==> config.mk <==
export PLATFORM = sky130hd
export DESIGN_NAME = morse_key_sequencer_flat
export DESIGN_NICKNAME = d
export VERILOG_FILES = /design/src/rtl/morse_key_sequencer_pkg.sv /design/src/rtl/morse_key_sequencer_if.sv /design/src/rtl/morse_key_filter.sv /design/src/rtl/morse_key_sequencer.sv /design/src/flat_wrapper.sv
export SDC_FILE = /design/constraint.sdc
export NUM_CORES = 1
export LEC_CHECK = 0
export CAP_MARGIN = 10
export CORE_UTILIZATION = 53
export DETAILED_ROUTE_END_ITERATION = 8
export PLACE_DENSITY = 0.76
export SETUP_SLACK_MARGIN = 0.1
export SLEW_MARGIN = 20
export SYNTH_ARGS = -nofsm -noshare
export SYNTH_HDL_FRONTEND = slang
export SYNTH_SLANG_ARGS = --single-unit
==> constraint.sdc <==
create_clock -name clk -period 3.05 [get_ports clk]
set_clock_uncertainty 0.15 [all_clocks]
set_input_delay 0.4575 -clock clk [delete_from_list [all_inputs] [get_ports clk]]
set_output_delay 0.4575 -clock clk [all_outputs]
set_load 0.03 [all_outputs]
==> src/rtl/morse_key_sequencer_pkg.sv <==
// Shared constants and FSM state encoding for the Morse key sequencer.
// Symbol depth and length-field width default here and feed the top-level parameters.
package morse_key_sequencer_pkg;

   localparam int MAX_MORSE_LEN = 8;
   localparam int MORSE_LEN_W   = $clog2(MAX_MORSE_LEN + 1);

   localparam int DEF_CNT_W          = 5;
   localparam int DEF_DAH_MIN_TICKS  = 3;
   localparam int DEF_CHAR_GAP_TICKS = 3;
   localparam int DEF_WORD_GAP_TICKS = 7;
   localparam int DEF_MARK_MAX_TICKS = 15;
   localparam int DEF_GLITCH_TICKS   = 2;

   typedef enum logic [1:0] {
      MORSE_SEQ_IDLE  = 2'd0,
      MORSE_SEQ_MARK  = 2'd1,
      MORSE_SEQ_SPACE = 2'd2
   } morse_seq_state_e;

endpackage

==> src/rtl/morse_key_sequencer_if.sv <==
// Decoder-side bus: one-clock ce strobe plus the character/word-end payload it qualifies.
interface morse_key_sequencer_if
   import morse_key_sequencer_pkg::*;
#(
   parameter int MAX_LEN = MAX_MORSE_LEN,
   parameter int LEN_W   = MORSE_LEN_W
);
   logic               dec_ce;
   logic [MAX_LEN-1:0] dec_dits_dahs;
   logic [LEN_W-1:0]   dec_len;
   logic               dec_word_end;
   logic               dec_error;

   modport master (
      output dec_ce, dec_dits_dahs, dec_len, dec_word_end, dec_error
   );

   modport slave (
      input dec_ce, dec_dits_dahs, dec_len, dec_word_end, dec_error
   );
endinterface

==> src/rtl/morse_key_filter.sv <==
// Key glitch filter: the filtered level follows the raw key only after it has
// differed for GLITCH_TICKS consecutive ticks.
module morse_key_filter #(
   parameter int GLITCH_TICKS = 2
) (
   input  logic clk,
   input  logic rst_n,
   input  logic tick,
   input  logic key_raw,
   output logic key_filt
);
   localparam int RUN_W = $clog2(GLITCH_TICKS + 1);

   logic             filt_reg;
   logic [RUN_W-1:0] run_reg;

   always_ff @(posedge clk or negedge rst_n) begin
      if (!rst_n) begin
         filt_reg <= 1'b0;
         run_reg  <= '0;
      end else if (tick) begin
         if (key_raw != filt_reg) begin
            if (run_reg == RUN_W'(GLITCH_TICKS - 1)) begin
               filt_reg <= key_raw;
               run_reg  <= '0;
            end else begin
               run_reg <= run_reg + RUN_W'(1);
            end
         end else begin
            run_reg <= '0;
         end
      end
   end

   assign key_filt = filt_reg;
endmodule

==> src/rtl/morse_key_sequencer.sv <==
// Morse key front end: times marks/spaces on tick, builds the dit/dah symbol and
// strobes characters and word ends to the decoder. Optional MORSE_KEY_GLITCH_FILTER_EN.
module morse_key_sequencer
   import morse_key_sequencer_pkg::*;
#(
   parameter int MAX_LEN        = MAX_MORSE_LEN,
   parameter int LEN_W          = MORSE_LEN_W,
   parameter int CNT_W          = DEF_CNT_W,
   parameter int DAH_MIN_TICKS  = DEF_DAH_MIN_TICKS,
   parameter int CHAR_GAP_TICKS = DEF_CHAR_GAP_TICKS,
   parameter int WORD_GAP_TICKS = DEF_WORD_GAP_TICKS,
   parameter int MARK_MAX_TICKS = DEF_MARK_MAX_TICKS,
   parameter int GLITCH_TICKS   = DEF_GLITCH_TICKS
) (
   input  logic                  clk,
   input  logic                  rst_n,
   input  logic                  tick,
   input  logic                  key,
   morse_key_sequencer_if.master dec
);
   logic key_level;

`ifdef MORSE_KEY_GLITCH_FILTER_EN
   morse_key_filter #(.GLITCH_TICKS(GLITCH_TICKS)) u_filter (
      .clk      (clk),
      .rst_n    (rst_n),
      .tick     (tick),
      .key_raw  (key),
      .key_filt (key_level)
   );
`else
   assign key_level = key;
`endif

   morse_seq_state_e   state_reg, state_next;
   logic [CNT_W-1:0]   cnt_reg, cnt_next, cnt_inc;
   logic [MAX_LEN-1:0] sym_reg, sym_next;
   logic [LEN_W-1:0]   sym_len_reg, sym_len_next;
   logic               sym_err_reg, sym_err_next;
   logic               word_open_reg, word_open_next;

   logic               ce_reg, ce_next;
   logic [MAX_LEN-1:0] dits_reg, dits_next;
   logic [LEN_W-1:0]   len_reg, len_next;
   logic               word_end_reg, word_end_next;
   logic               error_reg, error_next;

   always_ff @(posedge clk or negedge rst_n) begin
      if (!rst_n) begin
         state_reg     <= MORSE_SEQ_IDLE;
         cnt_reg       <= '0;
         sym_reg       <= '0;
         sym_len_reg   <= '0;
         sym_err_reg   <= 1'b0;
         word_open_reg <= 1'b0;
         ce_reg        <= 1'b0;
         dits_reg      <= '0;
         len_reg       <= '0;
         word_end_reg  <= 1'b0;
         error_reg     <= 1'b0;
      end else begin
         state_reg     <= state_next;
         cnt_reg       <= cnt_next;
         sym_reg       <= sym_next;
         sym_len_reg   <= sym_len_next;
         sym_err_reg   <= sym_err_next;
         word_open_reg <= word_open_next;
         ce_reg        <= ce_next;
         dits_reg      <= dits_next;
         len_reg       <= len_next;
         word_end_reg  <= word_end_next;
         error_reg     <= error_next;
      end
   end

   // Saturating duration count shared by mark and space timing.
   assign cnt_inc = (cnt_reg == '1) ? cnt_reg : cnt_reg + CNT_W'(1);

   always_comb begin
      state_next     = state_reg;
      cnt_next       = cnt_reg;
      sym_next       = sym_reg;
      sym_len_next   = sym_len_reg;
      sym_err_next   = sym_err_reg;
      word_open_next = word_open_reg;
      ce_next        = 1'b0;
      dits_next      = dits_reg;
      len_next       = len_reg;
      word_end_next  = word_end_reg;
      error_next     = error_reg;

      if (tick) begin
         case (state_reg)
            MORSE_SEQ_IDLE: begin
               if (key_level) begin
                  state_next = MORSE_SEQ_MARK;
                  cnt_next   = CNT_W'(1);
               end
            end
            MORSE_SEQ_MARK: begin
               if (key_level) begin
                  cnt_next = cnt_inc;
                  if (cnt_inc == CNT_W'(MARK_MAX_TICKS)) sym_err_next = 1'b1;
               end else begin
                  if (sym_len_reg < LEN_W'(MAX_LEN)) begin
                     sym_next     = {sym_reg[MAX_LEN-2:0], (cnt_reg >= CNT_W'(DAH_MIN_TICKS))};
                     sym_len_next = sym_len_reg + LEN_W'(1);
                  end else begin
                     sym_err_next = 1'b1;
                  end
                  state_next = MORSE_SEQ_SPACE;
                  cnt_next   = CNT_W'(1);
               end
            end
            MORSE_SEQ_SPACE: begin
               // A new press wins over a gap threshold reached on the same tick.
               if (key_level) begin
                  state_next = MORSE_SEQ_MARK;
                  cnt_next   = CNT_W'(1);
               end else begin
                  cnt_next = cnt_inc;
                  if (cnt_inc == CNT_W'(CHAR_GAP_TICKS) && sym_len_reg != '0) begin
                     ce_next        = 1'b1;
                     word_end_next  = 1'b0;
                     dits_next      = sym_reg;
                     len_next       = sym_len_reg;
                     error_next     = sym_err_reg;
                     sym_next       = '0;
                     sym_len_next   = '0;
                     sym_err_next   = 1'b0;
                     word_open_next = 1'b1;
                  end else if (cnt_inc == CNT_W'(WORD_GAP_TICKS) && word_open_reg) begin
                     ce_next        = 1'b1;
                     word_end_next  = 1'b1;
                     dits_next      = '0;
                     len_next       = '0;
                     error_next     = 1'b0;
                     word_open_next = 1'b0;
                     state_next     = MORSE_SEQ_IDLE;
                     cnt_next       = '0;
                  end
               end
            end
            default: begin
               state_next = MORSE_SEQ_IDLE;
               cnt_next   = '0;
            end
         endcase
      end
   end

   assign dec.dec_ce        = ce_reg;
   assign dec.dec_dits_dahs = dits_reg;
   assign dec.dec_len       = len_reg;
   assign dec.dec_word_end  = word_end_reg;
   assign dec.dec_error     = error_reg;
endmodule

==> src/flat_wrapper.sv <==
// flat-port wrapper written by rule: the top's interface ports become plain ports
module morse_key_sequencer_flat import morse_key_sequencer_pkg::*;
#(
   parameter int MAX_LEN        = MAX_MORSE_LEN,
   parameter int LEN_W          = MORSE_LEN_W,
   parameter int CNT_W          = DEF_CNT_W,
   parameter int DAH_MIN_TICKS  = DEF_DAH_MIN_TICKS,
   parameter int CHAR_GAP_TICKS = DEF_CHAR_GAP_TICKS,
   parameter int WORD_GAP_TICKS = DEF_WORD_GAP_TICKS,
   parameter int MARK_MAX_TICKS = DEF_MARK_MAX_TICKS,
   parameter int GLITCH_TICKS   = DEF_GLITCH_TICKS
)
  (clk, rst_n, tick, key, dec_dec_ce, dec_dec_dits_dahs, dec_dec_len, dec_dec_word_end, dec_dec_error);
  morse_key_sequencer_if #(.MAX_LEN(MAX_LEN), .LEN_W(LEN_W)) dec_i ();
  input  logic clk;
  input  logic rst_n;
  input  logic tick;
  input  logic key;
  output wire logic [$bits(dec_i.dec_ce)-1:0] dec_dec_ce;
  output wire logic [$bits(dec_i.dec_dits_dahs)-1:0] dec_dec_dits_dahs;
  output wire logic [$bits(dec_i.dec_len)-1:0] dec_dec_len;
  output wire logic [$bits(dec_i.dec_word_end)-1:0] dec_dec_word_end;
  output wire logic [$bits(dec_i.dec_error)-1:0] dec_dec_error;
  assign dec_dec_ce = dec_i.dec_ce;
  assign dec_dec_dits_dahs = dec_i.dec_dits_dahs;
  assign dec_dec_len = dec_i.dec_len;
  assign dec_dec_word_end = dec_i.dec_word_end;
  assign dec_dec_error = dec_i.dec_error;
  morse_key_sequencer #(.MAX_LEN(MAX_LEN), .LEN_W(LEN_W), .CNT_W(CNT_W), .DAH_MIN_TICKS(DAH_MIN_TICKS), .CHAR_GAP_TICKS(CHAR_GAP_TICKS), .WORD_GAP_TICKS(WORD_GAP_TICKS), .MARK_MAX_TICKS(MARK_MAX_TICKS), .GLITCH_TICKS(GLITCH_TICKS)) u_core (.clk(clk), .rst_n(rst_n), .tick(tick), .key(key), .dec(dec_i));
endmodule
# Word level (Yosys, flattened, before mapping)
# Cells that the tools add are included.
dict set report word_totals {
  register_bits 36
  inputBits 4
  output_inout_bits 15
  elab_cells 85
}
dict set report op_classes {
  add_sub_neg 2
  magnitude_cmp 2
  eq_ne 15
  n_mux 43
  n_bitwise 1
  reduce_logical 11
}
# cell count
set op_table {}
lappend op_table {{8-bit two-way mux} 6}
lappend op_table {{5-bit two-way mux} 6}
lappend op_table {{4-bit two-way mux} 6}
lappend op_table {{8-bit one-hot mux with 2 select lines} 1}
lappend op_table {{1-bit two-way mux} 15}
lappend op_table {{5-bit one-hot mux with 3 select lines} 1}
lappend op_table {{6-bit AND reduction} 2}
lappend op_table {{2-bit two-way mux} 5}
lappend op_table {{4-bit one-hot mux with 2 select lines} 1}
lappend op_table {{2-bit inequality test (second input constant)} 3}
lappend op_table {{3-bit by 2-bit inequality test with 1-bit output (second input constant)} 2}
lappend op_table {{3-bit inequality test (second input constant)} 2}
lappend op_table {{2-bit one-hot mux with 3 select lines} 1}
lappend op_table {{5-bit by 1-bit adder with 5-bit output (second input constant)} 1}
lappend op_table {{5-bit by 2-bit == test with 1-bit output (second input constant)} 1}
lappend op_table {{5-bit by 3-bit == test with 1-bit output (second input constant)} 1}
lappend op_table {{5-bit by 4-bit == test with 1-bit output (second input constant)} 1}
lappend op_table {{5-bit == test (second input constant)} 1}
lappend op_table {{5-bit by 2-bit >= comparator with 1-bit output (second input constant)} 1}
lappend op_table {{5-bit AND reduction} 1}
lappend op_table {{4-bit by 1-bit adder with 4-bit output (second input constant)} 1}
lappend op_table {{4-bit < comparator (second input constant)} 1}
lappend op_table {{2-bit by 1-bit inequality test with 1-bit output (second input constant)} 2}
lappend op_table {{4-bit AND reduction} 1}
lappend op_table {{other kinds (9)} 11}

# Longest topological paths before layout
# Gate-level depths: netlist of the first run.
dict set report depth {
  word_depth 9
  ltp_mapped 9
  mapped_depth_nobuf 7
}

# Worst setup path before layout of the first run
# No wires, ideal clock.
dict set report synth_path {
  path_type {register -> register}
  start {reg u_core.cnt_reg[1]}
  end {reg u_core.sym_len_reg[0]}
  setup_time_ps 125
  t_arrival_ps 1886
  required_time_ps 2775
  setup_slack_ps 889
  path_stages_with_launch 8
  n_path_buf 0
  period_less_slack_ps 2161
  cell_sequence {dfrtp_1 > ha_1 > nor3b_4 > and3_1 > nand2_2 > nor3_4 > nor2_4 > mux2_4}
}
dict set report synth_between {
  elab_chain_cells 6
  word_cells_on_any_way 7
  cone_classes {add/sub: 1; eq/ne: 3; mux: 1; reduce/logical: 2}
}
# item line_no
set synth_lines {}
lappend synth_lines {{from (decl)} morse_key_sequencer.sv:36} ;# logic [CNT_W-1:0] cnt_reg, cnt_next, cnt_inc;
lappend synth_lines {{from (signal assigned)} morse_key_sequencer.sv:63} ;# cnt_reg <= cnt_next;
lappend synth_lines {{5-bit by 1-bit adder with 5-bit output or 5-bit == test (tied branches)} morse_key_sequencer.sv:77} ;# assign cnt_inc = (cnt_reg == '1) ? cnt_reg : cnt_reg + CNT_W'(1);
lappend synth_lines {{5-bit two-way mux (*)} morse_key_sequencer.sv:77}
lappend synth_lines {{5-bit by 2-bit == test with 1-bit output (*)} morse_key_sequencer.sv:122} ;# if (cnt_inc == CNT_W'(CHAR_GAP_TICKS) && sym_len_reg != '0) begin
lappend synth_lines {{1-bit logical AND (*)} morse_key_sequencer.sv:122}
lappend synth_lines {{2-bit by 1-bit inequality test with 1-bit output (no line) (*)} n/a}
lappend synth_lines {{6-bit AND reduction (no line) (*)} n/a}
lappend synth_lines {{to (signal assigned)} morse_key_sequencer.sv:65} ;# sym_len_reg <= sym_len_next;
lappend synth_lines {{to (decl)} morse_key_sequencer.sv:38} ;# logic [LEN_W-1:0] sym_len_reg, sym_len_next;
# Every way passes the cells marked *; elsewhere a longest branch is shown, timed or not.
# A chain may end at the register's enable or synchronous reset.

# Worst setup path in the final report of the first run
dict set report layout_path {
  start {reg u_core.cnt_reg[0]}
  end {reg u_core.len_reg[1], in the netlist u_core.dec.dec_len[1]}
}
dict set report layout_between {
  elab_chain_cells 6
  word_cells_on_any_way 10
  cone_classes {add/sub: 1; eq/ne: 3; mux: 2; reduce/logical: 4}
}
# item line_no
set layout_lines {}
lappend layout_lines {{5-bit by 1-bit adder with 5-bit output or 5-bit == test (tied branches)} morse_key_sequencer.sv:77}
lappend layout_lines {{5-bit two-way mux (*)} morse_key_sequencer.sv:77}
lappend layout_lines {{5-bit by 3-bit == test with 1-bit output or 5-bit by 2-bit == test with 1-bit output (tied branches)} {morse_key_sequencer.sv:132, morse_key_sequencer.sv:122}}
lappend layout_lines {{1-bit logical AND (on tied branches)} {morse_key_sequencer.sv:132, morse_key_sequencer.sv:122}}
lappend layout_lines {{2-bit nonzero test (no line)} n/a}
lappend layout_lines {{4-bit AND reduction (no line)} n/a}
lappend layout_lines {{to (signal assigned)} morse_key_sequencer.sv:70} ;# len_reg <= len_next;
lappend layout_lines {{to (decl)} morse_key_sequencer.sv:44} ;# logic [LEN_W-1:0] len_reg, len_next;
# Marks and branches as above.

==> results.sh, run 1 <==
export IMPL_setup_worst_path_start_class="register"
export IMPL_layout_drive_gt1_share_pct=9.24
export IMPL_synthArstFlopShare_pct=100
export IMPL_antenna_diode_count=0
export IMPL_coreArea_um2=3100
export IMPL_synthMostInstantiatedCell="dfrtp_1"
export IMPL_timing_critical_path_slowest_cell_delay_ns=0.53
export IMPL_drtPass1Iterations=4
export IMPL_floorplan_die_area_um2=3560
export IMPL_fillers=265
export IMPL_crit_path_max_fanout=14
export IMPL_fin_crit_sh_pct=84.0
export IMPL_clk_root_buffer_cell="clkbuf_4"
export IMPL_post_cts_buffers=0
export IMPL_fp_dieH_um=59.7
export IMPL_floorplan_initialDensity_pct=56.9
export IMPL_post_layout_total_power_uw=1380
export IMPL_layout_core_utilization_pct=65.6
export IMPL_syn2layout_area_growth_pct=15.4
export IMPL_worstPathCellList="ha_1 > a21oi_1 > mux2_2 > a31oi_1 > a21o_1 > a22o_1"
export IMPL_synth_edff_count=0
export IMPL_hold_violation_total_from_the_final_report=0
export IMPL_top_cells_by_area_synth="dfrtp_1 51%, a22o_1 11%, nand2_1 2.8%, nor2_1 2.3%, a31oi_1 2.1%"
export IMPL_cts_tree="built"
export IMPL_post_synth_inst_count=165
export IMPL_drt_initial_drc_count=54
export IMPL_avgRoutedWirePerCell_um=14.8
export IMPL_setup_tns_final_ns=0
export IMPL_route_detailed_drc=0
export IMPL_postRouteWirelength_mm=3.38
export IMPL_via_per_inst=5.77
export IMPL_cts_buffers_inserted=5
export IMPL_run_status="finished clean"
export IMPL_core_rowCount=20
export IMPL_timing_critical_path_max_delay_family="compound AO/OA/AOI/OAI gates"
export IMPL_grt_antenna_before_repair=0
export IMPL_gpl_final_weighted_congestion=0.857
export IMPL_max_cap_viol_count=0
export IMPL_hold_ws_ns=0.356
export IMPL_criticalPathCategory="register to register"
export IMPL_first_global_vias=1176
export IMPL_post_synth_top_area_fraction_pct=51.1
export IMPL_portBuffers=18
export IMPL_grt_pass1_wl_mm=5.71
export IMPL_critical_path_n_buffers_inverters=0
export IMPL_route_vias_total=1316
export IMPL_clockBufferDepth=2
export IMPL_postCtsResizedCells=0
export IMPL_nets=190
export IMPL_pin_count_of_the_biggest_net_entering_global_routing=37
export IMPL_netlist_top_cells_count="36 x dfrtp_1, 23 x a22o_1, 13 x nand2_1"
export IMPL_timing_max_transition_violations_final=0
export IMPL_hold_buffers=0
export IMPL_grtUsageTotal_pct=21.9
export IMPL_critical_path_endpoint_type="register"
export IMPL_htree_levels=2
export IMPL_required_ns=3.17
export IMPL_fmax_mhz=390
export IMPL_synth_cell_type_count=45
export IMPL_detailed_place_hpwl_mm=2.37
export IMPL_min_delay_path_class="register to register"
export IMPL_power_density_cell_area_nw_per_um2=676
export IMPL_synth_ff_latch_count=36
export IMPL_grt_ovfl_total=0
export IMPL_cpMaxStageDelayCell="dfrtp_1"
export IMPL_boundaryPins=19
export IMPL_irDropWorstVdd_mv=0.412
export IMPL_synth_yosys_seq_area_share_pct=51.1
export IMPL_synth_top_area_cell="dfrtp_1"
export IMPL_clk_transition_reported_paths_ns=0.10
export IMPL_die_w_um=59.7
export IMPL_cp_arrival_ns=2.68
export IMPL_mappedNetlistArea_um2=1760
export IMPL_synth_main_ff_cell="dfrtp_1"
export IMPL_syn_avg_cell_area_um2=10.7
export IMPL_synth_warning_count=0
export IMPL_worst_skew_pair_late_latency_ns=0.34
export IMPL_rsz0062_at_grt="no"
export IMPL_synth_net_count=172
export IMPL_setup_violations=0
export IMPL_clock_sink_count=36
export IMPL_relative_slew_slack_pct=63.4
export IMPL_worst_pin_slew_ns=0.544
export IMPL_fin_crit_ns=2.56
export IMPL_leakage_power_figure_uw=0.000951
export IMPL_ant_nets=0
-- layout by cell type (no fill, tap or decap), drive strengths merged, types with 2 or more instances in the layout --
cell           netlist  layout
dfrtp               36      36
a22o                23      23
clkdlybuf4s50        0      18
nand2               14      14
nor2                12      12
inv                 10      10
a21oi                6       6
a31oi                6       6
clkbuf               3       6
o21ai                5       5
a21o                 4       4
buf                  8       4
nand3                3       3
ha                   3       3
nor3                 3       3
and2                 2       2
o211ai               2       2
nand2b               2       2
mux2                 2       2
nor3b                2       2
-- cell families after synthesis --
kind of cell / after synthesis / synth area share (%)
DFF: 36 / 51.1
and+or+nand+nor: 43 / 13.2
adders and majority gates: 3 / 2.13
buffers and inverters: 21 / 6.10
xor gates and xnor gates: 2 / 0.993
muxes: 3 / 2.06
AOI/OAI and AO/OA: 57 / 24.5
-- worst register-to-register path, delay by kind of cell, from the launching register on --
family / cells / cell delay [ns]
AO/OA/AOI/OAI: 4 / 1.08
adder cells (fa/ha/maj): 1 / 0.43
flip-flops: 1 / 0.53
multiplexers: 1 / 0.30
-- metrics by stage --
step	area [um^2]	cells	worst slack (ns)
floorplan	1760	165	0.889
global placement	1960	220	0.487
detailed placement	1960	220	0.469
CTS	2040	228	0.495
global route	2040	228	0.295
finish	2040	228	0.489
-- where the power goes --
part / leakage (uW) / total (uW) / switching, uW / internal, uW
clock: 0.0000422 / 325 / 153 / 172
sequential: 0.000480 / 643 / 92.7 / 550
combinational: 0.000429 / 408 / 222 / 186
total: 0.000951 / 1380 / 468 / 908
-- worst paths after layout --
path / start / endpoint / slack [ns] / cells after the start
worst max-delay path: u_core.cnt_reg[0] / u_core.dec.dec_len[1] / 0.49 / 6
worst min-delay path: u_core.sym_reg[7] / u_core.dec.dec_dits_dahs[7] / 0.36 / 1
worst max register to register: u_core.cnt_reg[0] / u_core.dec.dec_len[1] / 0.49 / 6
worst min register to register: u_core.sym_reg[7] / u_core.dec.dec_dits_dahs[7] / 0.36 / 1
max in group asynchronous: rst_n / u_core.dec.dec_len[1] / 2.07 / 2
min in group asynchronous: rst_n / u_core.dec.dec_len[3] / 0.37 / 2
-- layer usage --
metal  track usage [%]  up-vias  part of all wire, %
li1                  -      637                    -
met2              30.0       37                   45
met1              32.6      642                   48
met5                 0        -                    0
met3              7.36        0                  6.7
met4              6.64        0                    0
-- final cells by class --
type                       instances  area (um^2)  area share [%]
sequential                        36          901            44.3
clock inverter                     2         35.0            1.72
clock buffer                       6         41.3            2.03
tap                               44         55.1            2.70
inverter                          10         37.5            1.84
multi-input combinational        108          756            37.1
timing repair buffer              22          210            10.3
No activity file was read; power rests on OpenSTA's default activity.
==> run 2: changes to the inputs <==
==> constraint.sdc (replaced) <==
create_clock -name clk -period 2.5 [get_ports clk]
set_clock_uncertainty 0.15 [all_clocks]
set_input_delay 0.375 -clock clk [delete_from_list [all_inputs] [get_ports clk]]
set_output_delay 0.375 -clock clk [all_outputs]
set_load 0.03 [all_outputs]
==> run 2 against run 1 <==
  * Final cell count grew 2.6%
  * Utilization rose by 1.9 points
  * Sequential cell count did not move
  * Fmax grew 15%
  * Global-route usage is essentially flat
  * Setup slack got worse by 0.21 ns
  * Critical endpoint is now u_core.sym_len_reg[0]
==> results.sh, run 2 (same netlist as run 1, synthesis figures left out) <==
export IMPL_setup_violations=0
export IMPL_floorplan_die_area_um2=3560
export IMPL_most_frequent_standard_cell_in_the_layout_excluding_fill_and_tap_cells="dfrtp_1"
export IMPL_hold_ws_ns=0.282
export IMPL_criticalPathCategory="register to register"
export IMPL_min_delay_path_class="input port to async pin"
export IMPL_drt_initial_drc_count=65
export IMPL_route_vias_total=1375
export IMPL_relative_slew_slack_pct=68.3
export IMPL_core_rowCount=20
export IMPL_clockBufferDepth=2
export IMPL_grt_pass1_wl_mm=5.72
export IMPL_irDropWorstVdd_mv=0.360
export IMPL_swShare_pct=33.9
export IMPL_boundaryPins=19
export IMPL_leakage_power_figure_uw=0.000985
export IMPL_post_cts_buffers=0
export IMPL_timing_critical_path_max_delay_family="simple AND/OR/NAND/NOR gates"
export IMPL_layout_drive_gt1_share_pct=12.6
export IMPL_timing_max_transition_violations_final=0
export IMPL_drtPass1Iterations=4
export IMPL_reg_to_reg_startpoint="u_core.cnt_reg[0]"
export IMPL_post_layout_total_power_uw=1710
export IMPL_route_detailed_drc=0
export IMPL_portBuffers=18
export IMPL_hold_buffers=0
export IMPL_hold_violation_total_from_the_final_report=0
export IMPL_ant_nets=0
export IMPL_power_switching_uw=578
export IMPL_gpl_final_weighted_congestion=0.906
export IMPL_p_seq_share_pct=44.9
export IMPL_nets=196
export IMPL_floorplan_initialDensity_pct=56.9
export IMPL_setup_worst_path_start_class="register"
export IMPL_max_cap_viol_count=0
export IMPL_worst_skew_pair_late_latency_ns=0.33
export IMPL_power_density_cell_area_nw_per_um2=814
export IMPL_postRouteWirelength_mm=3.63
export IMPL_detailed_place_hpwl_mm=2.56
export IMPL_required_ns=2.58
export IMPL_clk_root_buffer_cell="clkbuf_4"
export IMPL_postCtsResizedCells=0
export IMPL_critical_path_n_buffers_inverters=0
export IMPL_fmax_mhz=450
export IMPL_most_common_layout_cells="36 x dfrtp_1, 23 x a22o_1, 18 x clkdlybuf4s50_1"
export IMPL_p_int_uw=1130
export IMPL_die_w_um=59.7
export IMPL_run_status="finished clean"
export IMPL_syn2layout_area_growth_pct=18.8
export IMPL_pin_count_of_the_biggest_net_entering_global_routing=37
export IMPL_worst_pin_slew_ns=0.472
export IMPL_cp_arrival_ns=2.30
export IMPL_cts_buffers_inserted=5
export IMPL_r2r_worst_path_cells=7
export IMPL_cts_tree="built"
export IMPL_cpMaxStageDelayCell="dfrtp_1"
export IMPL_setup_tns_final_ns=0
export IMPL_clk_transition_reported_paths_ns=0.11
export IMPL_critical_path_endpoint_type="register"
export IMPL_crit_path_max_fanout=10
export IMPL_worstPathCellList="ha_2 > nor3b_4 > and3_1 > nand2_2 > nor3_4 > nor2_4 > mux2_4"
export IMPL_grt_ovfl_total=0
export IMPL_share_clk_of_total_power_pct=23.4
export IMPL_avgRoutedWirePerCell_um=15.5
export IMPL_timing_critical_path_slowest_cell_delay_ns=0.42
export IMPL_coreArea_um2=3100
export IMPL_grt_antenna_before_repair=0
export IMPL_grtUsageTotal_pct=21.9
export IMPL_rsz0062_at_grt="no"
export IMPL_clock_sink_count=36
export IMPL_fin_crit_sh_pct=88.9
export IMPL_fin_crit_ns=2.22
export IMPL_reg2reg_setup_slack_ns=0.28
export IMPL_antenna_diode_count=0
export IMPL_first_global_vias=1254
export IMPL_via_per_inst=5.88
export IMPL_fp_dieH_um=59.7
export IMPL_comb_power_share_pct=31.7
export IMPL_htree_levels=2
export IMPL_timing_rr_end="u_core.sym_len_reg[0]"
[run 2: cell types whose count changed in the layout (fill, tap and decap cells not counted), sizes merged]
cell / previous run / this run
buf: 4 / 10
[run 2: stage by stage]
stage	area, um^2	setup slack [ns]	cells	util, %
after global placement	2020	0.274	226	65.0
final	2100	0.277	234	67.5
after floorplan	1760	0.339	165	-
after CTS	2090	0.200	234	67.5
after detailed placement	2020	0.229	226	65.0
after global routing	2100	0.147	234	67.5
[run 2: final cells by class]
class	count	area (um^2)
fill	261	1010
sequential	36	901
multi-input combinational	108	758
timing repair buffer	28	268
tap	44	55.1
clock buffer	6	41.3
inverter	10	37.5
clock inverter	2	35.0
[run 2: how the worst max path moves through the flow]
stage,from,end,slack (ns),cells after the start
2_1_floorplan,u_core.cnt_reg[1],u_core.sym_len_reg[0],0.34,7
3_3_place_gp,u_core.cnt_reg[0],u_core.dec.dec_error,0.27,8
4_1_cts,u_core.cnt_reg[0],u_core.dec.dec_dits_dahs[7],0.20,8
5_1_grt,u_core.cnt_reg[0],u_core.cnt_reg[3],0.15,7
6_report,u_core.cnt_reg[0],u_core.sym_len_reg[0],0.28,7
3_5_place_dp,u_core.cnt_reg[0],u_core.dec.dec_dits_dahs[5],0.23,8
[run 2: worst register-to-register path, stage by stage (launching register included)]
cell	delay [ns]
dfrtp_1	0.42
ha_2	0.33
nor3b_4	0.22
and3_1	0.22
nand2_2	0.11
nor3_4	0.30
nor2_4	0.12
mux2_4	0.27
[run 2: power groups by stage]
stage,clock [uW],combinational [uW],sequential (uW)
finish,398,541,766
detailed placement,0,536,777
global placement,0,520,775
floorplan,0,341,803
CTS,403,539,766
global route,432,595,781
[run 2: per-layer routing]
layer | vias to the layer above | track usage, % | wire length, um
li1 | 649 | - | -
met2 | 39 | 33.3 | 1690
met3 | 8 | 6.28 | 146
met1 | 679 | 29.9 | 1730
met5 | - | 0 | 0
met4 | 0 | 7.97 | 63
==> run 3: changes to the inputs <==
--- a/config.mk
+++ b/config.mk
@@ -6,11 +6,14 @@
 export NUM_CORES = 1
 export LEC_CHECK = 0
 export CAP_MARGIN = 10
-export CORE_UTILIZATION = 53
+export CELL_PAD_IN_SITES_DETAIL_PLACEMENT = 2
+export CELL_PAD_IN_SITES_GLOBAL_PLACEMENT = 2
+export CORE_UTILIZATION = 35
 export DETAILED_ROUTE_END_ITERATION = 8
-export PLACE_DENSITY = 0.76
+export PLACE_DENSITY_LB_ADDON = 0.1
 export SETUP_SLACK_MARGIN = 0.1
 export SLEW_MARGIN = 20
 export SYNTH_ARGS = -nofsm -noshare
 export SYNTH_HDL_FRONTEND = slang
+export SYNTH_HIERARCHICAL = 1
 export SYNTH_SLANG_ARGS = --single-unit
==> run 3 against run 2 <==
  * Power up 15%
  * Sequential cell count unchanged
  * First-iteration DRC count is 20% higher
  * Clock power grew 3%
  * Utilization shrank 24 points
  * Hold slack better by 0.075 ns
  * Wire length increased by 13%
  * Critical path type unchanged
  * Clock-buffer cell count down 1
  * Setup slack improved by 0.022 ns
  * Non-clock buffer count shrank 2
  * Cell area decreased by 2.4%
==> results.sh, run 3 <==
export IMPL_grt_pass1_wl_mm=7.23
export IMPL_grtUsageTotal_pct=18.3
export IMPL_pin_count_of_the_biggest_net_entering_global_routing=37
export IMPL_netlist_top_cells_count="36 x dfrtp_1, 23 x nand2_1, 13 x a22o_1"
export IMPL_boundaryPins=19
export IMPL_most_frequent_standard_cell_in_the_layout_excluding_fill_and_tap_cells="dfrtp_1"
export IMPL_critical_path_endpoint_type="register"
export IMPL_setup_violations=0
export IMPL_cp_arrival_ns=2.26
export IMPL_synthMostInstantiatedCell="dfrtp_1"
export IMPL_rsz0062_at_grt="no"
export IMPL_drt_initial_drc_count=78
export IMPL_crit_path_max_fanout=28
export IMPL_max_cap_viol_count=0
export IMPL_mappedNetlistArea_um2=1700
export IMPL_design_area_um2=2050
export IMPL_nets=194
export IMPL_floorplan_initialDensity_pct=36.3
export IMPL_ant_nets=0
export IMPL_hold_violation_total_from_the_final_report=0
export IMPL_min_delay_path_class="input port to async pin"
export IMPL_timing_max_transition_violations_final=0
export IMPL_timing_critical_path_slowest_cell_delay_ns=0.43
export IMPL_cts_buffers_inserted=5
export IMPL_synth_main_ff_cell="dfrtp_1"
export IMPL_worst_pin_slew_ns=0.484
export IMPL_worstPathCellList="ha_1 > and2_1 > a21oi_1 > nor4b_4 > buf_12 > or3_1 > o21ai_0"
export IMPL_synth_top_area_cell="dfrtp_1"
export IMPL_setup_tns_final_ns=0
export IMPL_irDropWorstVdd_mv=0.406
export IMPL_yosys_area_share_simple_pct=17.5
export IMPL_clock_sink_count=36
export IMPL_clk_transition_reported_paths_ns=0.08
export IMPL_run_status="finished clean"
export IMPL_relative_slew_slack_pct=67.7
export IMPL_postCtsResizedCells=0
export IMPL_gpl_final_weighted_congestion=0.803
export IMPL_required_ns=2.55
export IMPL_cpMaxStageDelayCell="dfrtp_1"
export IMPL_detailed_place_hpwl_mm=2.87
export IMPL_synth_net_count=171
export IMPL_via_per_inst=5.42
export IMPL_combinational_family_with_the_most_area_after_synthesis="compound AO/OA/AOI/OAI gates"
export IMPL_hold_buffers=0
export IMPL_fin_crit_sh_pct=88.1
export IMPL_placed_cell_area_um2=1960
export IMPL_top_cells_by_area_synth="dfrtp_1 53%, a22o_1 6.7%, nand2_1 5.1%, o21ai_0 3.5%, a21oi_1 2.9%"
export IMPL_leakage_power_figure_uw=0.000938
export IMPL_fin_crit_ns=2.20
export IMPL_clk_root_buffer_cell="clkbuf_8"
export IMPL_power_density_cell_area_nw_per_um2=957
export IMPL_yosys_mux_area_fraction_pct=1.76
export IMPL_synthArstFlopShare_pct=100
export IMPL_layout_drive_gt1_share_pct=10.6
export IMPL_syn2layout_area_growth_pct=20.2
export IMPL_post_synth_top_area_fraction_pct=52.9
export IMPL_setup_worst_path_start_class="register"
export IMPL_die_w_um=71.7
export IMPL_hold_ws_ns=0.357
export IMPL_grt_antenna_before_repair=0
export IMPL_portBuffers=18
export IMPL_post_layout_total_power_uw=1960
export IMPL_postRouteWirelength_mm=4.11
export IMPL_synth_warning_count=6
export IMPL_post_synth_inst_count=164
export IMPL_synth_xor_area_share_pct=1.54
export IMPL_fp_dieH_um=71.7
export IMPL_final_instance_count_excl_fill=242
export IMPL_criticalPathCategory="register to register"
export IMPL_drtPass1Iterations=4
export IMPL_synth_yosys_seq_area_share_pct=52.9
export IMPL_synth_ff_latch_count=36
export IMPL_avgRoutedWirePerCell_um=17.0
export IMPL_route_detailed_drc=0
export IMPL_floorplan_die_area_um2=5140
export IMPL_route_vias_total=1311
export IMPL_syn_avg_cell_area_um2=10.4
export IMPL_most_common_layout_cells="36 x dfrtp_1, 23 x nand2_1, 18 x clkdlybuf4s50_1"
export IMPL_first_global_vias=1398
export IMPL_core_rowCount=25
export IMPL_placedCellCount=234
export IMPL_synth_cell_type_count=37
export IMPL_coreArea_um2=4690
export IMPL_fmax_mhz=454
export IMPL_post_cts_buffers=0
export IMPL_synth_adder_area_share_pct=2.21
export IMPL_cts_tree="built"
export IMPL_synth_compound_area_share_pct=19.0
export IMPL_htree_levels=2
export IMPL_worst_skew_pair_late_latency_ns=0.29
export IMPL_clockBufferDepth=2
export IMPL_antenna_diode_count=0
export IMPL_grt_ovfl_total=0
export IMPL_synth_edff_count=0
[run 3: cell count changes after synthesis, sizes merged, moves of 3 or more]
cell   before  now
a22o       23   13
nand2      14   23
inv        10    6
o21ai       5   13
a21oi       6   10
a21o        4    1
[run 3: through the flow]
stage / setup WS, ns / util, %
5_1_grt: 0.137 / 43.6
4_1_cts: 0.274 / 43.6
3_3_place_gp: 0.329 / 41.7
6_report: 0.298 / 43.6
3_5_place_dp: 0.266 / 41.7
2_1_floorplan: 0.420 / -
[run 3: routing by layer]
layer	part of all wire (%)	global-route usage [%]	vias up
li1	-	-	623
met2	44	27.0	24
met1	51	26.2	657
met3	3.2	3.94	7
met4	1.7	7.19	0
met5	0	0	-
[run 3: logic make-up after synthesis]
logic type,count (synthesis)
simple gates,54
compound gates,49
flops,36
buf+inv,16
xor+xnor,3
mux,3
fa+ha+maj,3
[run 3: final timing paths]
check / slack [ns] / endpoint / depth (start not counted) / startpoint
max: 0.30 / u_core/sym_len_reg[0] / 7 / u_core/cnt_reg[1]
min: 0.36 / u_core/dec.dec_dits_dahs[4] / 2 / rst_n
max reg2reg: 0.30 / u_core/sym_len_reg[0] / 7 / u_core/cnt_reg[1]
min reg2reg: 0.36 / u_core/dec.dec_dits_dahs[7] / 1 / u_core/dec.dec_dits_dahs[7]
max in group asynchronous: 1.52 / u_core/dec.dec_len[1] / 2 / rst_n
min in group clk: 0.36 / u_core/dec.dec_dits_dahs[7] / 1 / u_core/dec.dec_dits_dahs[7]
[run 3: power breakdown]
part / switching, uW / internal [uW]
clock network: 215 / 194
logic: 364 / 291
registers: 159 / 736
total: 737 / 1220
[run 3: area by class of cell]
cell class                 instances  area, um^2
multi-input combinational        112         714
fill                             499        2650
tap                               54        67.6
clock inverter                     3        18.8
inverter                           6        22.5
clock buffer                       5        68.8
sequential                        36         901
timing repair buffer              26         253
[run 3: worst max-delay path, delay by kind of cell (launching register included)]
family / cells / cell delay (ns)
AOI/OAI and AO/OA: 2 / 0.45
adders and majority gates: 1 / 0.27
buffers and inverters: 1 / 0.18
DFF: 1 / 0.43
and+or+nand+nor: 3 / 0.61
